### src/rtl/fetch_ctrl.sv
// fetch_ctrl: instruction-fetch sequencer sitting between ID and IF_Stage.
// It issues fetch requests, freezes the PC on memory stalls and load-use
// hazards, holds a branch target while memory is busy, and traps into a
// sticky error state when instruction memory stops answering.
//
// Handshake: imem_req is the request, imem_ready the response. A cycle
// with imem_req=1 and imem_ready=1 completes a fetch; imem_req=1 with
// imem_ready=0 is a wait cycle and counts toward the timeout. imem_ready
// seen while imem_req=0 completes nothing but still clears the wait count.
module fetch_ctrl #(
    parameter int TIMEOUT = 15,
    parameter int CNT_W   = 16
) (
    input  logic             clk,
    input  logic             rst,
    input  logic             branch_taken,
    input  logic [31:0]      branch_addr,
    input  logic             hazard,
    input  logic             imem_ready,
    output logic             imem_req,
    output logic             if_freeze,
    output logic             if_branch_taken,
    output logic [31:0]      if_branch_addr,
    output logic             ifid_flush,
    output logic [CNT_W-1:0] stall_cnt,
    output logic             timeout_err,
    output logic [1:0]       dbg_state
);

    localparam int WAIT_W = $clog2(TIMEOUT + 1);

    typedef enum logic [1:0] {
        S_IDLE    = 2'd0,
        S_FETCH   = 2'd1,
        S_BR_PEND = 2'd2,
        S_ERR     = 2'd3
    } state_t;

    state_t            state_q, state_d;
    logic [31:0]       br_q, br_d;
    logic [WAIT_W-1:0] wait_q, wait_d;
    logic [CNT_W-1:0]  stall_q, stall_d;
    logic              terr_q, terr_d;
    logic              wait_hit;
    logic              fsm_req;
    logic              fsm_freeze;

    // Next-state and output decode; reset forces the idle output pattern last.
    always_comb begin
        state_d         = state_q;
        br_d            = br_q;
        fsm_req         = 1'b0;
        fsm_freeze      = 1'b1;
        ifid_flush      = 1'b1;
        if_branch_taken = 1'b0;
        if_branch_addr  = branch_addr;

        case (state_q)
            S_IDLE: begin
                state_d = S_FETCH;
            end
            S_FETCH: begin
                fsm_req = 1'b1;
                if (branch_taken && imem_ready) begin
                    if_branch_taken = 1'b1;
                    fsm_freeze      = 1'b0;
                end else if (branch_taken) begin
                    // Memory busy: park the target until the word arrives.
                    br_d    = branch_addr;
                    state_d = S_BR_PEND;
                end else if (!imem_ready) begin
                    // Bubble into ID: freeze and flush stay at defaults.
                end else if (hazard) begin
                    ifid_flush = 1'b0;
                end else begin
                    fsm_freeze = 1'b0;
                    ifid_flush = 1'b0;
                end
            end
            S_BR_PEND: begin
                fsm_req        = 1'b1;
                if_branch_addr = br_q;
                if (imem_ready) begin
                    if_branch_taken = 1'b1;
                    fsm_freeze      = 1'b0;
                    state_d         = S_FETCH;
                end
            end
            default: begin
                // S_ERR: only reset leaves.
            end
        endcase

        // The timeout overrides every transition, and a branch that would
        // have been parked on this cycle is dropped.
        wait_hit = fsm_req && !imem_ready && (wait_q == WAIT_W'(TIMEOUT - 1));
        if (wait_hit) begin
            state_d = S_ERR;
            br_d    = br_q;
        end

        imem_req  = fsm_req;
        if_freeze = fsm_freeze;
        if (rst) begin
            imem_req        = 1'b0;
            if_freeze       = 1'b1;
            ifid_flush      = 1'b1;
            if_branch_taken = 1'b0;
            if_branch_addr  = branch_addr;
        end
    end

    // Wait, stall and error bookkeeping for the next edge.
    always_comb begin
        wait_d = wait_q;
        if (imem_ready) begin
            wait_d = '0;
        end else if (fsm_req) begin
            wait_d = wait_q + 1'b1;
        end

        stall_d = stall_q;
        if ((state_q == S_FETCH || state_q == S_BR_PEND) && fsm_freeze &&
            (stall_q != {CNT_W{1'b1}})) begin
            stall_d = stall_q + 1'b1;
        end

        terr_d = terr_q | wait_hit;
    end

    // State and counter registers with synchronous reset.
    always_ff @(posedge clk) begin
        if (rst) begin
            state_q <= S_IDLE;
            br_q    <= '0;
            wait_q  <= '0;
            stall_q <= '0;
            terr_q  <= 1'b0;
        end else begin
            state_q <= state_d;
            br_q    <= br_d;
            wait_q  <= wait_d;
            stall_q <= stall_d;
            terr_q  <= terr_d;
        end
    end

    assign stall_cnt   = stall_q;
    assign timeout_err = terr_q;
    assign dbg_state   = state_q;

endmodule

### config.mk
export PLATFORM = sky130hd
export DESIGN_NAME = fetch_ctrl
export DESIGN_NICKNAME = d
export VERILOG_FILES = /design/src/rtl/fetch_ctrl.sv
export SDC_FILE = /design/constraint.sdc
export NUM_CORES = 1
export LEC_CHECK = 0
export BUFFER_PORTS_ARGS = -buffer_cell sky130_fd_sc_hd__buf_2
export CAP_MARGIN = 10
export CELL_PAD_IN_SITES_DETAIL_PLACEMENT = 1
export CELL_PAD_IN_SITES_GLOBAL_PLACEMENT = 1
export CORE_MARGIN = 2
export CORE_UTILIZATION = 40
export CTS_CLUSTER_DIAMETER = 40
export DETAILED_ROUTE_END_ITERATION = 10
export PLACE_DENSITY = 0.95
export REMOVE_ABC_BUFFERS = 1
export SYNTH_ARGS = -nofsm -noshare
export SYNTH_HDL_FRONTEND = slang
export SYNTH_SLANG_ARGS = --single-unit
### constraint.sdc
create_clock -name clk -period 3.3 [get_ports clk]
set_clock_uncertainty 0.2 [all_clocks]
set_input_delay 0 -clock clk [delete_from_list [all_inputs] [get_ports clk]]
set_output_delay 0 -clock clk [all_outputs]
set_load 0.01 [all_outputs]
==> results of run 1 <==
[worst min path at each step]
| stage | endpoint | cells after the start | slack, ns |
|---|---|---|---|
| 2_1_floorplan | imem_req | 1 | -0.14 |
| 3_3_place_gp | br_q[4]$_SDFFE_PP0P_ | 3 | 0.05 |
| 3_5_place_dp | br_q[0]$_SDFFE_PP0P_ | 3 | 0.06 |
| 4_1_cts | timeout_err$_SDFF_PP0_ | 3 | 0.15 |
| 5_1_grt | br_q[7]$_SDFFE_PP0P_ | 3 | 0.21 |
| 6_report | timeout_err$_SDFF_PP0_ | 3 | 0.18 |
[cell usage in the layout (no fill, tap or decap), types with 2 or more instances in the layout]
cell,synthesis,layout
sky130_fd_sc_hd__buf_2,9,91
sky130_fd_sc_hd__nand2_1,71,71
sky130_fd_sc_hd__dfxtp_1,55,55
sky130_fd_sc_hd__a21oi_1,38,38
sky130_fd_sc_hd__dlygate4sd3_1,0,34
sky130_fd_sc_hd__mux2_2,33,33
sky130_fd_sc_hd__nor2_1,20,20
sky130_fd_sc_hd__nor2b_1,12,12
sky130_fd_sc_hd__mux2_1,11,11
sky130_fd_sc_hd__nand4_1,8,8
sky130_fd_sc_hd__inv_1,7,7
sky130_fd_sc_hd__a211oi_1,7,7
sky130_fd_sc_hd__nand3_1,6,6
sky130_fd_sc_hd__ha_1,6,6
sky130_fd_sc_hd__nor3_1,5,5
sky130_fd_sc_hd__clkbuf_8,0,5
sky130_fd_sc_hd__nand2b_1,3,3
sky130_fd_sc_hd__buf_4,1,3
sky130_fd_sc_hd__and4_1,2,2
sky130_fd_sc_hd__a31oi_1,2,2
sky130_fd_sc_hd__xor2_1,2,2
sky130_fd_sc_hd__and2_1,2,2
sky130_fd_sc_hd__nor4_1,2,2
sky130_fd_sc_hd__o311a_1,2,2
sky130_fd_sc_hd__bufinv_16,0,2
[area by class of cell]
type                       instances  area, um^2
sequential                        55        1101
fill                             905        3277
clock buffer                       5       68.82
tap                               99       123.9
inverter                           7       26.28
clock inverter                     3       67.56
multi-input combinational        254        1654
timing repair buffer             128       818.3
[metal layers]
metal / share of wire / GRT usage
met1: 0.40 / 0.2708
met2: 0.53 / 0.4633
met3: 0.054 / 0.04432
met4: 0.018 / 0.06784
met5: 0 / 0
[power groups by stage]
stage          logic, mW  registers, mW  clock network, mW
2_1_floorplan      0.368          0.764                  0
5_1_grt            0.692          0.762              0.566
4_1_cts            0.622          0.751              0.551
6_report           0.636          0.754              0.529
3_5_place_dp       0.581          0.766                  0
3_3_place_gp       0.551          0.760                  0
[per-stage QoR]
step                      instances  setup slack [ns]  hold WS, ns  power (mW)  utilization
final                           551            0.4985       0.1782       1.920       0.5408
after global routing            551            0.2176       0.2070       2.020       0.5408
after CTS                       551            0.5181       0.1520       1.923       0.5408
after detailed placement        509            0.5453      0.05921       1.348       0.4741
after global placement          509            0.7279      0.05123       1.311       0.4741
after floorplan                 316            0.9212      -0.1393       1.132            -
[timing repair]
item                                    CTS  global route
setup buffers                             0             0
hold buffers                             34             0
gates resized for setup                   0             0
hold endpoints to repair                 39             0
endpoints found under the setup margin    0             0
[sequential cells by signal, indices dropped and copies added (netlist names)]
signal,count
dbg_state,2
stall_cnt,16
br_q,32
timeout_err,1
wait_q,4
[logic make-up after synthesis]
group                    after synthesis
flip-flops                            55
buffers and inverters                 32
multiplexers                          45
AND/OR/NAND/NOR                      140
adder cells (fa/ha/maj)                6
AO/OA/AOI/OAI                         60
XOR/XNOR                               3
[worst reg2reg max path, stage by stage (launching register included)]
cell                      delay, ns
sky130_fd_sc_hd__dfxtp_1       0.38
sky130_fd_sc_hd__inv_1         0.09
sky130_fd_sc_hd__ha_1          0.43
sky130_fd_sc_hd__nand4_1       0.23
sky130_fd_sc_hd__and4_1        1.00
sky130_fd_sc_hd__nand2_1       0.24
sky130_fd_sc_hd__a21oi_1       0.17
==> impl_metrics.ini, run 1 <==
[outcome]
run_status = completed

[clocking]
tritoncts.num_buffers = 5
clock-root-buffer = sky130_fd_sc_hd__clkbuf_8
cts_tree = yes
clk_pin_slew_worst_paths_ns = 0.10
clock_latency_ns = 0.30
cts_buffer_depth = 2
clock_sink_count = 55
clock_tree.htree_level_count = 2

[timing]
worst_slew_margin_rel = 0.2347
layout_worst_path_cycle_share = 0.8489
grt_setup_unrepaired = false
timing.setup.tns_ns = 0
drv_slew = 0
achievable_freq_mhz = 357.0
setup_viol = 0
finalHoldViolCount = 0
final.min_clock_period_ns = 2.801
worstMarginPinSlew_ns = 1.148

[synth]
synthesis.yosys.warnings = 0
netlist_area_um2 = 2905
synth_enable_flop_cells = 0
synthMostInstantiatedCell = sky130_fd_sc_hd__nand2_1
synthAdderAreaFrac = 0.02584
synth_seq_cells = 55
post_synth_top_cells = sky130_fd_sc_hd__nand2_1, sky130_fd_sc_hd__dfxtp_1, sky130_fd_sc_hd__a21oi_1
async_set_or_reset_register_ratio_after_synthesis = 0
synth_seq_area_share = 0.3790
post_synth.cell_area_avg_um2 = 8.520
synth_simple_gate_area_frac = 0.2313
synth_xor_xnor_area_share = 0.009044
synth_top_area_frac = 0.3790
synthCells = 341
synth_area_leader_cell = sky130_fd_sc_hd__dfxtp_1
synthMuxAreaShare = 0.1740
main_combinational_cell_family_by_area_after_synthesis = simple AND/OR/NAND/NOR gates
synth-compound-area-share = 0.1292
dominantRegCellSynth = sky130_fd_sc_hd__dfxtp_1
netlist-cell-type-count = 47
synth.top_cells.by_area = sky130_fd_sc_hd__dfxtp_1, sky130_fd_sc_hd__mux2_2, sky130_fd_sc_hd__nand2_1, sky130_fd_sc_hd__a21oi_1, sky130_fd_sc_hd__mux2_1

[power]
power.share.clock = 0.276
total_switching_power_mw = 0.6342
netSwitchingFraction = 0.3304
power.ir.vdd_worst_v = 0.0002292
power.static_leakage_nw = 1.597
combinationalPowerShare = 0.332
internal-power_mw = 1.285
pwr-share-seq = 0.393
power-per-cell-area_nw_per_um2 = 497.3

[drt]
routed-via-count = 2927
dr.first_iter.drc_count = 67
detailed_route_wire_length_per_cell_um = 17.49
dr.pass1.iters = 4
drtAntennaViolNets = 0
route.detailed.vias_per_inst = 5.312
post-route-drc-count = 0
finalWirelength_mm = 9.639

[floorplanning]
ports_placed_on_the_boundary = 92
fp.dieArea_um2 = 7961
floorplan.initialDensity = 0.4071
floorplan.rows = 31
die_h_um = 89.23
die_width_um = 89.23
core_um2 = 7137

[run]
max_cap_violations = 0

[critical_path]
reg2reg_depth = 6
critPathBufInv = 1
worstReg2RegEnd = br_q[27]$_SDFFE_PP0P_
setup.worst_path.start = dbg_state[1]$_SDFFE_PP0P_
worstSetupStartpointType = flip-flop
setup.worst_path.class = flip-flop to flip-flop
crit_required_ns = 3.34
cpMaxStageDelayCell = sky130_fd_sc_hd__and4_1
cp_top_family = simple AND/OR/NAND/NOR gates
timing.critical_path.fanout_max = 32
kind_of_end_point_of_the_critical_path = flip-flop
cp_num_cells = 6
path_cells = inv_1 -> ha_1 -> nand4_1 -> and4_1 -> nand2_1 -> a21oi_1
reg2reg_slack_ns = 0.50
critical_path.endpoint = br_q[27]$_SDFFE_PP0P_
cp_data_arrival_time_ns = 2.84
crit-reg2reg-launch = dbg_state[1]$_SDFFE_PP0P_
worst_path_largest_cell_delay_ns = 1.00

[grt]
grt_pass1_vias = 3071
gr-usage-all-layers = 0.2419
grt_start_max_net_pins = 71
grt_pass1_wl_mm = 15.02
gr-total-overflow = 0
grt_antenna_before_repair = 0

[final_layout]
drive_above_1_share = 0.3208
nNetsFinal = 494
cell_area_after_layout_um2 = 3860
area_growth_pct = 32.86
insertedDiodeCount = 0

[place]
globalplace.congestion = 0.8046
post_dp_cell_area_um2 = 3383
detailed_place_hpwl_mm = 5.661
portBuffers = 91

[hold_path]
worstHoldPathType = primary input to flip-flop
hold_path_startpoint = rst
Note: power is estimated with default switching activity, not from simulation.
==> run 2, diff against run 1 <==
Settings changed: CORE_UTILIZATION 40 to 37, PLACE_DENSITY 0.95 to 0.92.
Clock period 3.3 ns to 2.7 ns, I/O delays scaled along.
==> impl_metrics.ini, run 2 (synthesized netlist as in run 1, its figures left out) <==
[critical_path]
timing.critical_path.fanout_max = 32
setup.worst_path.start = dbg_state[1]$_SDFFE_PP0P_
worst_path_largest_cell_delay_ns = 0.51
setup.worst_path.class = flip-flop to flip-flop
worstReg2RegEnd = br_q[18]$_SDFFE_PP0P_
critPathMostFrequentCell = sky130_fd_sc_hd__nand4_1
crit-reg2reg-launch = dbg_state[1]$_SDFFE_PP0P_
worstSetupStartpointType = flip-flop
cp_data_arrival_time_ns = 2.41
cp_top_family = simple AND/OR/NAND/NOR gates
crit_required_ns = 2.73
cpMaxStageDelayCell = sky130_fd_sc_hd__ha_1
path_cells = inv_1 -> ha_1 -> nand4_1 -> nand4_1 -> buf_4 -> nand2_1 -> a21oi_1
kind_of_end_point_of_the_critical_path = flip-flop
reg2reg_slack_ns = 0.32
reg2reg_depth = 7
critPathBufInv = 2

[drt]
drtAntennaViolNets = 0
met2_wirelength_mm = 4.735
dr.pass1.iters = 4
top_layer_used = met4
dr.first_iter.drc_count = 57
detail_route.wirelength.met1_mm = 3.892
finalWirelength_mm = 9.116
detailed_route_wire_length_per_cell_um = 16.40
route.detailed.vias_per_inst = 5.243
dr_wl_met3_um = 400
routed-via-count = 2915
post-route-drc-count = 0

[final_layout]
cell_area_after_layout_um2 = 3827
nNetsFinal = 496
drive_above_1_share = 0.3216
area_growth_pct = 31.74
largest_register_ff_count = 32
post_layout_utilization_of_the_core = 0.5005
insertedDiodeCount = 0
mostFrequentLayoutCells = sky130_fd_sc_hd__buf_2, sky130_fd_sc_hd__nand2_1, sky130_fd_sc_hd__dfxtp_1
top_register = br_q
layout.cells.most_common = sky130_fd_sc_hd__buf_2

[grt]
grt_pass1_vias = 3055
gr-total-overflow = 0
gr-usage-all-layers = 0.2131
grt_pass1_wl_mm = 14.84
grt_start_max_net_pins = 39
grt_antenna_before_repair = 0

[timing]
setup_viol = 0
timing.setup.tns_ns = 0
grt_setup_unrepaired = false
achievable_freq_mhz = 420.2
worstMarginPinSlew_ns = 0.5780
final.min_clock_period_ns = 2.380
drv_slew = 0
setup_ws_ns = 0.3203
worst_slew_margin_rel = 0.6133
layout_worst_path_cycle_share = 0.8814
finalHoldViolCount = 0

[place]
pre_cts_slack_ns = 0.4027
portBuffers = 91
globalplace.congestion = 0.7551
detailed_place_hpwl_mm = 5.874
post_dp_cell_area_um2 = 3402

[outcome]
run_status = completed

[floorplanning]
die_width_um = 92.61
floorplan.initialDensity = 0.3799
floorplan.rows = 32
ports_placed_on_the_boundary = 92
die_h_um = 92.61
core_um2 = 7647
fp.dieArea_um2 = 8577

[clocking]
clk_pin_slew_worst_paths_ns = 0.10
clock-root-buffer = sky130_fd_sc_hd__clkbuf_8
cts_tree = yes
tritoncts.num_buffers = 5
postCtsSetupRepairBufs = 0
cts_buffer_depth = 2
clock_tree.htree_level_count = 2
clock_sink_count = 55
clock_latency_ns = 0.31

[run]
max_cap_violations = 0

[power]
power.ir.vdd_worst_v = 0.0002924
power-per-cell-area_nw_per_um2 = 558.5
power.static_leakage_nw = 1.584
finalPower_mw = 2.138

[hold_path]
worstHoldPathType = primary input to flip-flop
worstHoldPathCells = 3
holdPathEnd = timeout_err$_SDFF_PP0_
hold_path_startpoint = rst
-- run 2: worst register-to-register path, stage by stage (launching register included) --
cell	delay [ns]
sky130_fd_sc_hd__dfxtp_1	0.38
sky130_fd_sc_hd__inv_1	0.09
sky130_fd_sc_hd__ha_1	0.51
sky130_fd_sc_hd__nand4_1	0.28
sky130_fd_sc_hd__nand4_1	0.18
sky130_fd_sc_hd__buf_4	0.35
sky130_fd_sc_hd__nand2_1	0.12
sky130_fd_sc_hd__a21oi_1	0.20
-- run 2: worst max-delay path by stage --
stage | endpoint | slack, ns | cells after the start
floorplan | br_q[0]$_SDFFE_PP0P_ | 0.32 | 6
global placement | stall_cnt[11]$_SDFFE_PP0P_ | 0.51 | 5
detailed placement | dbg_state[1]$_SDFFE_PP0P_ | 0.40 | 6
CTS | dbg_state[1]$_SDFFE_PP0P_ | 0.35 | 6
global route | br_q[18]$_SDFFE_PP0P_ | 0.09 | 7
finish | br_q[18]$_SDFFE_PP0P_ | 0.32 | 7
-- run 2: report_power, final --
| group | internal, mW | switching [mW] |
|---|---|---|
| Sequential | 0.874 | 0.0452 |
| Combinational | 0.329 | 0.432 |
| Clock | 0.182 | 0.275 |
-- run 2: repair_timing --
| action | in CTS | in global routing |
|---|---|---|
| hold endpoints to repair | 39 | 0 |
| hold buffers | 34 | 0 |
| resized for setup | 0 | 0 |
-- run 2: layout make-up --
class,count,area [um^2]
tap,102,127.6
sequential,55,1101
multi-input combinational,254,1654
timing repair buffer,130,833.3
fill,944,3820
clock buffer,6,72.57
clock inverter,2,12.51
inverter,7,26.28
-- run 2: metrics by stage --
step	hold slack (ns)	std cells
final	0.02653	556
after detailed placement	0.05965	514
after CTS	0.01766	556
after global placement	0.04849	514
after global routing	0.04700	556
after floorplan	-0.1393	316
-- run 2: per-layer routing --
| layer | vias up | GRT usage |
|---|---|---|
| li1 | 1404 | - |
| met1 | 1423 | 0.2441 |
| met2 | 76 | 0.4136 |
| met3 | 12 | 0.03499 |
| met4 | 0 | 0.04289 |
| met5 | - | 0 |
